<file path="config.mk">
export PLATFORM = sky130hd
export DESIGN_NAME = pwm_capture
export DESIGN_NICKNAME = d
export VERILOG_FILES = /design/src/rtl/pwm_capture.sv
export SDC_FILE = /design/constraint.sdc
export NUM_CORES = 1
export LEC_CHECK = 0
export ABC_AREA = 1
export CORE_UTILIZATION = 52
export DETAILED_ROUTE_END_ITERATION = 10
export PLACE_DENSITY_LB_ADDON = 0.08
export SYNTH_ARGS = -nofsm -noshare
export SYNTH_HDL_FRONTEND = slang
export SYNTH_SLANG_ARGS = --single-unit
</file>
<file path="constraint.sdc">
create_clock -name clk_i -period 2.18 [get_ports clk_i]
set_input_delay 0.436 -clock clk_i [delete_from_list [all_inputs] [get_ports clk_i]]
set_output_delay 0.436 -clock clk_i [all_outputs]
set_load 0.01 [all_outputs]
</file>
<file path="src/rtl/pwm_capture.sv">
// pwm_capture: measures high time and period of pwm_i in clk_i cycles, one registered result per period.
// Optional 3-sample glitch filter on the synchronized level, enabled by defining PWM_CAPTURE_GLITCH_FILTER_EN.
module pwm_capture #(
  parameter int RESOLUTION = 16
) (
  input  logic                  clk_i,
  input  logic                  reset_i,
  input  logic                  pwm_i,
  output logic [RESOLUTION-1:0] duty_o,
  output logic [RESOLUTION-1:0] period_o,
  output logic                  valid_o,
  output logic                  stuck_o
);

  localparam logic [1:0] ST_WAIT_RISE = 2'd0;
  localparam logic [1:0] ST_HIGH      = 2'd1;
  localparam logic [1:0] ST_LOW       = 2'd2;

  localparam logic [RESOLUTION-1:0] CNT_MAX  = {RESOLUTION{1'b1}};
  localparam logic [RESOLUTION-1:0] CNT_ZERO = {RESOLUTION{1'b0}};
  localparam logic [RESOLUTION-1:0] CNT_ONE  = {{(RESOLUTION-1){1'b0}}, 1'b1};

  logic                  sync1_q, sync2_q;
  logic                  lvl, lvl_d_q;
  logic                  rise, fall;
  logic [1:0]            state_q, state_d;
  logic [RESOLUTION-1:0] cnt_period_q, cnt_period_d;
  logic [RESOLUTION-1:0] cnt_high_q, cnt_high_d;
  logic [RESOLUTION-1:0] duty_q, duty_d;
  logic [RESOLUTION-1:0] period_q, period_d;
  logic                  valid_q, valid_d;
  logic                  stuck_q, stuck_d;

  always_ff @(posedge clk_i or posedge reset_i) begin
    if (reset_i) begin
      sync1_q <= 1'b0;
      sync2_q <= 1'b0;
    end else begin
      sync1_q <= pwm_i;
      sync2_q <= sync1_q;
    end
  end

`ifdef PWM_CAPTURE_GLITCH_FILTER_EN
  logic hist1_q, hist2_q;

  always_ff @(posedge clk_i or posedge reset_i) begin
    if (reset_i) begin
      hist1_q <= 1'b0;
      hist2_q <= 1'b0;
    end else begin
      hist1_q <= sync2_q;
      hist2_q <= hist1_q;
    end
  end

  // lvl_d_q doubles as the filter's held value; lvl only moves on 3 agreeing samples.
  always_comb begin
    lvl = lvl_d_q;
    if (sync2_q && hist1_q && hist2_q) begin
      lvl = 1'b1;
    end else if (!sync2_q && !hist1_q && !hist2_q) begin
      lvl = 1'b0;
    end
  end
`else
  assign lvl = sync2_q;
`endif

  always_ff @(posedge clk_i or posedge reset_i) begin
    if (reset_i) begin
      lvl_d_q <= 1'b0;
    end else begin
      lvl_d_q <= lvl;
    end
  end

  assign rise = lvl && !lvl_d_q;
  assign fall = !lvl && lvl_d_q;

  always_comb begin
    state_d      = state_q;
    cnt_period_d = cnt_period_q;
    cnt_high_d   = cnt_high_q;
    duty_d       = duty_q;
    period_d     = period_q;
    stuck_d      = stuck_q;
    valid_d      = 1'b0;

    case (state_q)
      ST_WAIT_RISE: begin
        if (rise) begin
          cnt_period_d = CNT_ONE;
          cnt_high_d   = CNT_ONE;
          state_d      = ST_HIGH;
        end
      end

      ST_HIGH: begin
        if (cnt_period_q == CNT_MAX) begin
          duty_d   = CNT_MAX;
          period_d = CNT_MAX;
          stuck_d  = 1'b1;
          valid_d  = 1'b1;
          state_d  = ST_WAIT_RISE;
        end else if (fall) begin
          cnt_period_d = cnt_period_q + CNT_ONE;
          state_d      = ST_LOW;
        end else begin
          cnt_period_d = cnt_period_q + CNT_ONE;
          cnt_high_d   = cnt_high_q + CNT_ONE;
        end
      end

      ST_LOW: begin
        // An edge landing on the threshold cycle is still a real period.
        if (rise) begin
          duty_d       = cnt_high_q;
          period_d     = cnt_period_q;
          stuck_d      = 1'b0;
          valid_d      = 1'b1;
          cnt_period_d = CNT_ONE;
          cnt_high_d   = CNT_ONE;
          state_d      = ST_HIGH;
        end else if (cnt_period_q == CNT_MAX) begin
          duty_d   = CNT_ZERO;
          period_d = CNT_MAX;
          stuck_d  = 1'b1;
          valid_d  = 1'b1;
          state_d  = ST_WAIT_RISE;
        end else begin
          cnt_period_d = cnt_period_q + CNT_ONE;
        end
      end

      default: begin
        state_d = ST_WAIT_RISE;
      end
    endcase
  end

  always_ff @(posedge clk_i or posedge reset_i) begin
    if (reset_i) begin
      state_q      <= ST_WAIT_RISE;
      cnt_period_q <= CNT_ZERO;
      cnt_high_q   <= CNT_ZERO;
      duty_q       <= CNT_ZERO;
      period_q     <= CNT_ZERO;
      valid_q      <= 1'b0;
      stuck_q      <= 1'b0;
    end else begin
      state_q      <= state_d;
      cnt_period_q <= cnt_period_d;
      cnt_high_q   <= cnt_high_d;
      duty_q       <= duty_d;
      period_q     <= period_d;
      valid_q      <= valid_d;
      stuck_q      <= stuck_d;
    end
  end

  assign duty_o   = duty_q;
  assign period_o = period_q;
  assign valid_o  = valid_q;
  assign stuck_o  = stuck_q;

endmodule

</file>
Word-level counts from Yosys, hierarchy flattened
Cells that the tools add are included.
{"block": "totals", "in_bits": 3, "regBits": 71}
{"block": "op_classes", "reduce_logical": 13, "n_eq_ne": 10, "add_sub_neg": 2, "n_mux": 26}
{"cell": "$mux 16", "count": 10}
{"cell": "$pmux 16 s2", "count": 3}
{"cell": "$pmux 16 s3", "count": 1}
{"cell": "$add 16x1->16 const B", "count": 2}
{"cell": "$eq 16x16->1 const B", "count": 1}
{"cell": "$mux 2", "count": 5}
{"cell": "$ne 2x2->1 const B", "count": 4}
{"cell": "$ne 3x3->1 const B", "count": 2}
{"cell": "$pmux 2 s3", "count": 1}
{"cell": "$reduce_and 3->1", "count": 2}
{"cell": "$mux 1", "count": 4}
{"cell": "$pmux 1 s2", "count": 2}
{"cell": "$reduce_and 4->1", "count": 1}
{"cell": "$reduce_bool 2->1", "count": 2}
{"cell": "$reduce_bool 3->1", "count": 1}
{"cell": "$eq 2x1->1 const B", "count": 1}
{"cell": "$eq 2x2->1 const B", "count": 1}
{"cell": "$logic_and 1x1->1", "count": 2}
{"cell": "$logic_not 1->1", "count": 2}
{"cell": "$logic_not 2->1", "count": 1}
{"cell": "$ne 2x1->1 const B", "count": 1}
{"cell": "$reduce_and 2->1", "count": 1}
{"cell": "$reduce_or 2->1", "count": 1}

Depth between registers and ports, before layout
{"block": "depth", "depth_word": 5, "depth_mapped": 13}

Worst setup path before layout
No wires, ideal clock.
{"block": "synth_path", "kind": "flip-flop to flip-flop", "start": "register cnt_period_q[0]", "end": "register cnt_high_q[0]", "required_ps": 2064, "t_arrival_ps": 1549, "n_path_buf": 2, "path_stages_with_launch": 14, "path_slack_ps": 515, "path_cell_list": "dfrtp_1 ha_1 nand2_1 nor2_4 nand2_2 clkinv_2 nand2_4 o21ai_2 nand2_1 nand2_2 buf_6 buf_6 nand2_1 nand2_1"}
{"block": "synth_via", "elab_chain_len": 3}
{"element": "start, declared", "line_no": "27", "text": "logic [RESOLUTION-1:0] cnt_period_q, cnt_period_d;"}
{"element": "start signal, assigned", "line_no": "153", "text": "cnt_period_q <= cnt_period_d;"}
{"element": "$eq 16x16->1", "line_no": "100", "text": "if (cnt_period_q == CNT_MAX) begin"}
{"element": "$ne 2x2->1 (no line)"}
{"element": "$reduce_and 4->1 (no line)"}
{"element": "end signal, assigned", "line_no": "154", "text": "cnt_high_q <= cnt_high_d;"}
{"element": "end, declared", "line_no": "28", "text": "logic [RESOLUTION-1:0] cnt_high_q, cnt_high_d;"}
Every way passes these cells.
A chain may end at the register's enable or synchronous reset.

Worst setup path after layout
{"block": "layout_path", "start": "register cnt_period_q[0]", "end": "register cnt_high_q[4]"}
Same word-level chain as after synthesis.

==> results.cfg <==
[status]
status = finished, final reports clean

[global_route]
antenna_found_initial = 0
grt_overflow_total = 0
grt_pass1_vias = 2983
grt_max_degree = 72
use_met2_pct = 33.8
grt.busiest_layer = met1
use_met3_pct = 4.45
grt_first_pass_wirelength_um = 14100
groute.usage.overall_pct = 24.0
grt_util_met1_pct = 36.4

[setup_path]
crit_type = flop to flop
worstPathCellList = ha_1 > nand2_1 > nor2_4 > nand2_2 > clkinv_2 > nand2_4 > o21ai_2 > nand2_1 > nand2_2 > buf_4 > inv_1 > nand2_1 > nand2_1
crit_fanout = 18
worstPathRequired_ps = 2420
cp-start-kind = flop
critPathArrivalTime_ps = 2100
cpPeakStageDelay_ps = 420
end_kind = flop
cp_slowest_cell = dfrtp_1
cpMostUsedCell = nand2_1

[sta]
hold_viol = 0
setup_tns_ps = 0
setup_viol = 0
fin_crit_sh_pct = 85.4
slew_viol_final = 0
fmax_mhz = 537
grt_setup_unrepaired = false
worst_slack_ps = 317
tightest_slew_ps = 511
clock-skew-final_ps = 9.42
slew_headroom_pct = 65.7
fin_crit_ps = 1860

[job]
drv_cap = 0

[cts]
path_clk_slew_ps = 80
cts-buffers-inserted = 9
cts_max_level = 3
cts.sinks = 71
cts_root_buffer = clkbuf_8
cts_tree = yes
cts-resized-gates = 0
clock_latency_ps = 350
cts_buffer_depth = 2
postCtsHoldBufs = 0
postCtsSetupBuffers = 0

[logic_synthesis]
synth_nets = 514
seq_area_frac_synth_pct = 46.8
synth_top_area_cell = dfrtp_1
synth_area_per_cell_sq_um = 7.51
yosysWarningCount = 0
ys_ff_latch = 71
synth.distinct_cells = 29
synth_area_leaders = dfrtp_1 47%, nand2_1 15%, inv_1 6.4%, o21ai_0 6.3%, nand3_1 5.8%
syn_area_sq_um = 3790
synthCells = 505
synth_top_area_share_pct = 46.8

[final_layout]
most-common-layout-cells = 155 x nand2_1, 71 x dfrtp_1, 64 x inv_1
drive_above_1_share_pct = 9.78
final_nets = 556
fin_area_sq_um = 4520
final_common_cell = nand2_1
n_antenna_cell = 0
area_growth_pct = 19.3

[placed_design]
io_buffers = 36
dpl_cell_area_sq_um = 4280
dp_hpwl_um = 5760
dp_worst_setup_slack_ps = 340
place_congestion = 0.873

[pwr]
p_per_area_nw_per_um2 = 1260
leakagePower_nw = 2.20
max-vdd-ir-drop_mv = 0.538
power_mw = 5.69

[floorplanning]
initial_core_util_pct = 54.9
dieHeight_um = 87.4
io_pins = 37
die_w_um = 87.4
fp-row-count = 30
core-area_sq_um = 6910
dieArea_sq_um = 7640

[detailed_routing]
wl_per_cell_um = 12.6
firstDrtPassIters = 5
drt_iter0_markers = 233
drt_drc_violations_left = 0
viasPerCell = 5.07
drtAntennaViolNets = 0
vias = 3286
drt_wl_total_um = 8150

[worst_hold_path]
min_path_type = flop to flop
[registers in the layout (all words and copies together) (netlist names)]
signal and cells:
lvl_d_q 1, valid_o 1, period_o 16, sync1_q 1
lvl 1, stuck_o 1, cnt_high_q 16, state_q 2
duty_o 16, cnt_period_q 16
[logic make-up (layout without fill, tap and decap cells)]
kind of cell    after synthesis  in the layout  share of synthesized area [%]
fa+ha+maj                     6              6                           1.98
buf+inv                      87            134                           9.30
compound gates               67             67                           9.47
xor+xnor                      6              6                           1.39
simple gates                268            268                           31.0
flops                        71             71                           46.8
[layer usage]
| metal | vias to the layer above | routed length [um] |
|---|---|---|
| li1 | 1669 | - |
| met1 | 1524 | 4240 |
| met4 | 0 | 136 |
| met2 | 82 | 3380 |
| met5 | - | 0 |
| met3 | 11 | 395 |
[cell type report]
type	instances	area (sq um)
clock buffers	10	138
clock inverters	6	108
fillers	627	2380
inverters	73	279
multi-input cells	347	1660
flip-flops and latches	71	1780
well taps	96	120
repair buffers	45	440
[synthesized netlist by cell type]
cell      number
a21boi_0       1
a21oi_1        7
a21oi_2        1
buf_2          5
buf_4          1
buf_6          2
clkbuf_1       6
clkinv_2       1
dfrtp_1       71
ha_1           6
inv_1         65
inv_2          7
nand2_1      155
nand2_2        9
nand2_4        1
nand3_1       44
nand4_1        7
nand4_4        1
nor2_1        37
nor2_2         2
nor2_4         4
nor3_1         7
nor3_2         1
o21ai_0       48
o21ai_1        3
o21ai_2        1
o21bai_1       5
o22ai_1        1
xor2_1         6
[critical path, delay by kind of cell, from the launching register on]
family	cells	cell delay (ps)
fa+ha+maj	1	220
simple gates	8	680
compound gates	1	50
buf+inv	3	390
flops	1	420
[worst paths after layout]
| path | startpoint | end | slack, ps | cells after the start |
|---|---|---|---|---|
| worst min register to register | sync1_q | lvl | 360 | 0 |
| max in group asynchronous | reset_i | cnt_period_q[7] | 1350 | 3 |
| worst max register to register | cnt_period_q[0] | cnt_high_q[4] | 320 | 13 |
| min in group asynchronous | reset_i | cnt_high_q[5] | 520 | 3 |
| worst max-delay path | cnt_period_q[0] | cnt_high_q[4] | 320 | 13 |
| worst min-delay path | sync1_q | lvl | 360 | 0 |
[power by group]
group	switching (mW)	internal, mW	total [mW]	leakage (nW)
Sequential	0.228	1.70	1.93	0.910
Clock	0.512	0.787	1.30	0.122
Combinational	1.41	1.06	2.47	1.17
[metrics by stage]
stage	utilization [%]	std cells	hold slack, ps
finish	65.5	648	356
floorplan	-	505	331
global route	65.5	648	376
CTS	65.5	648	361
global placement	62.0	632	334
detailed placement	62.0	632	339
(Power assumes the default switching activity.)
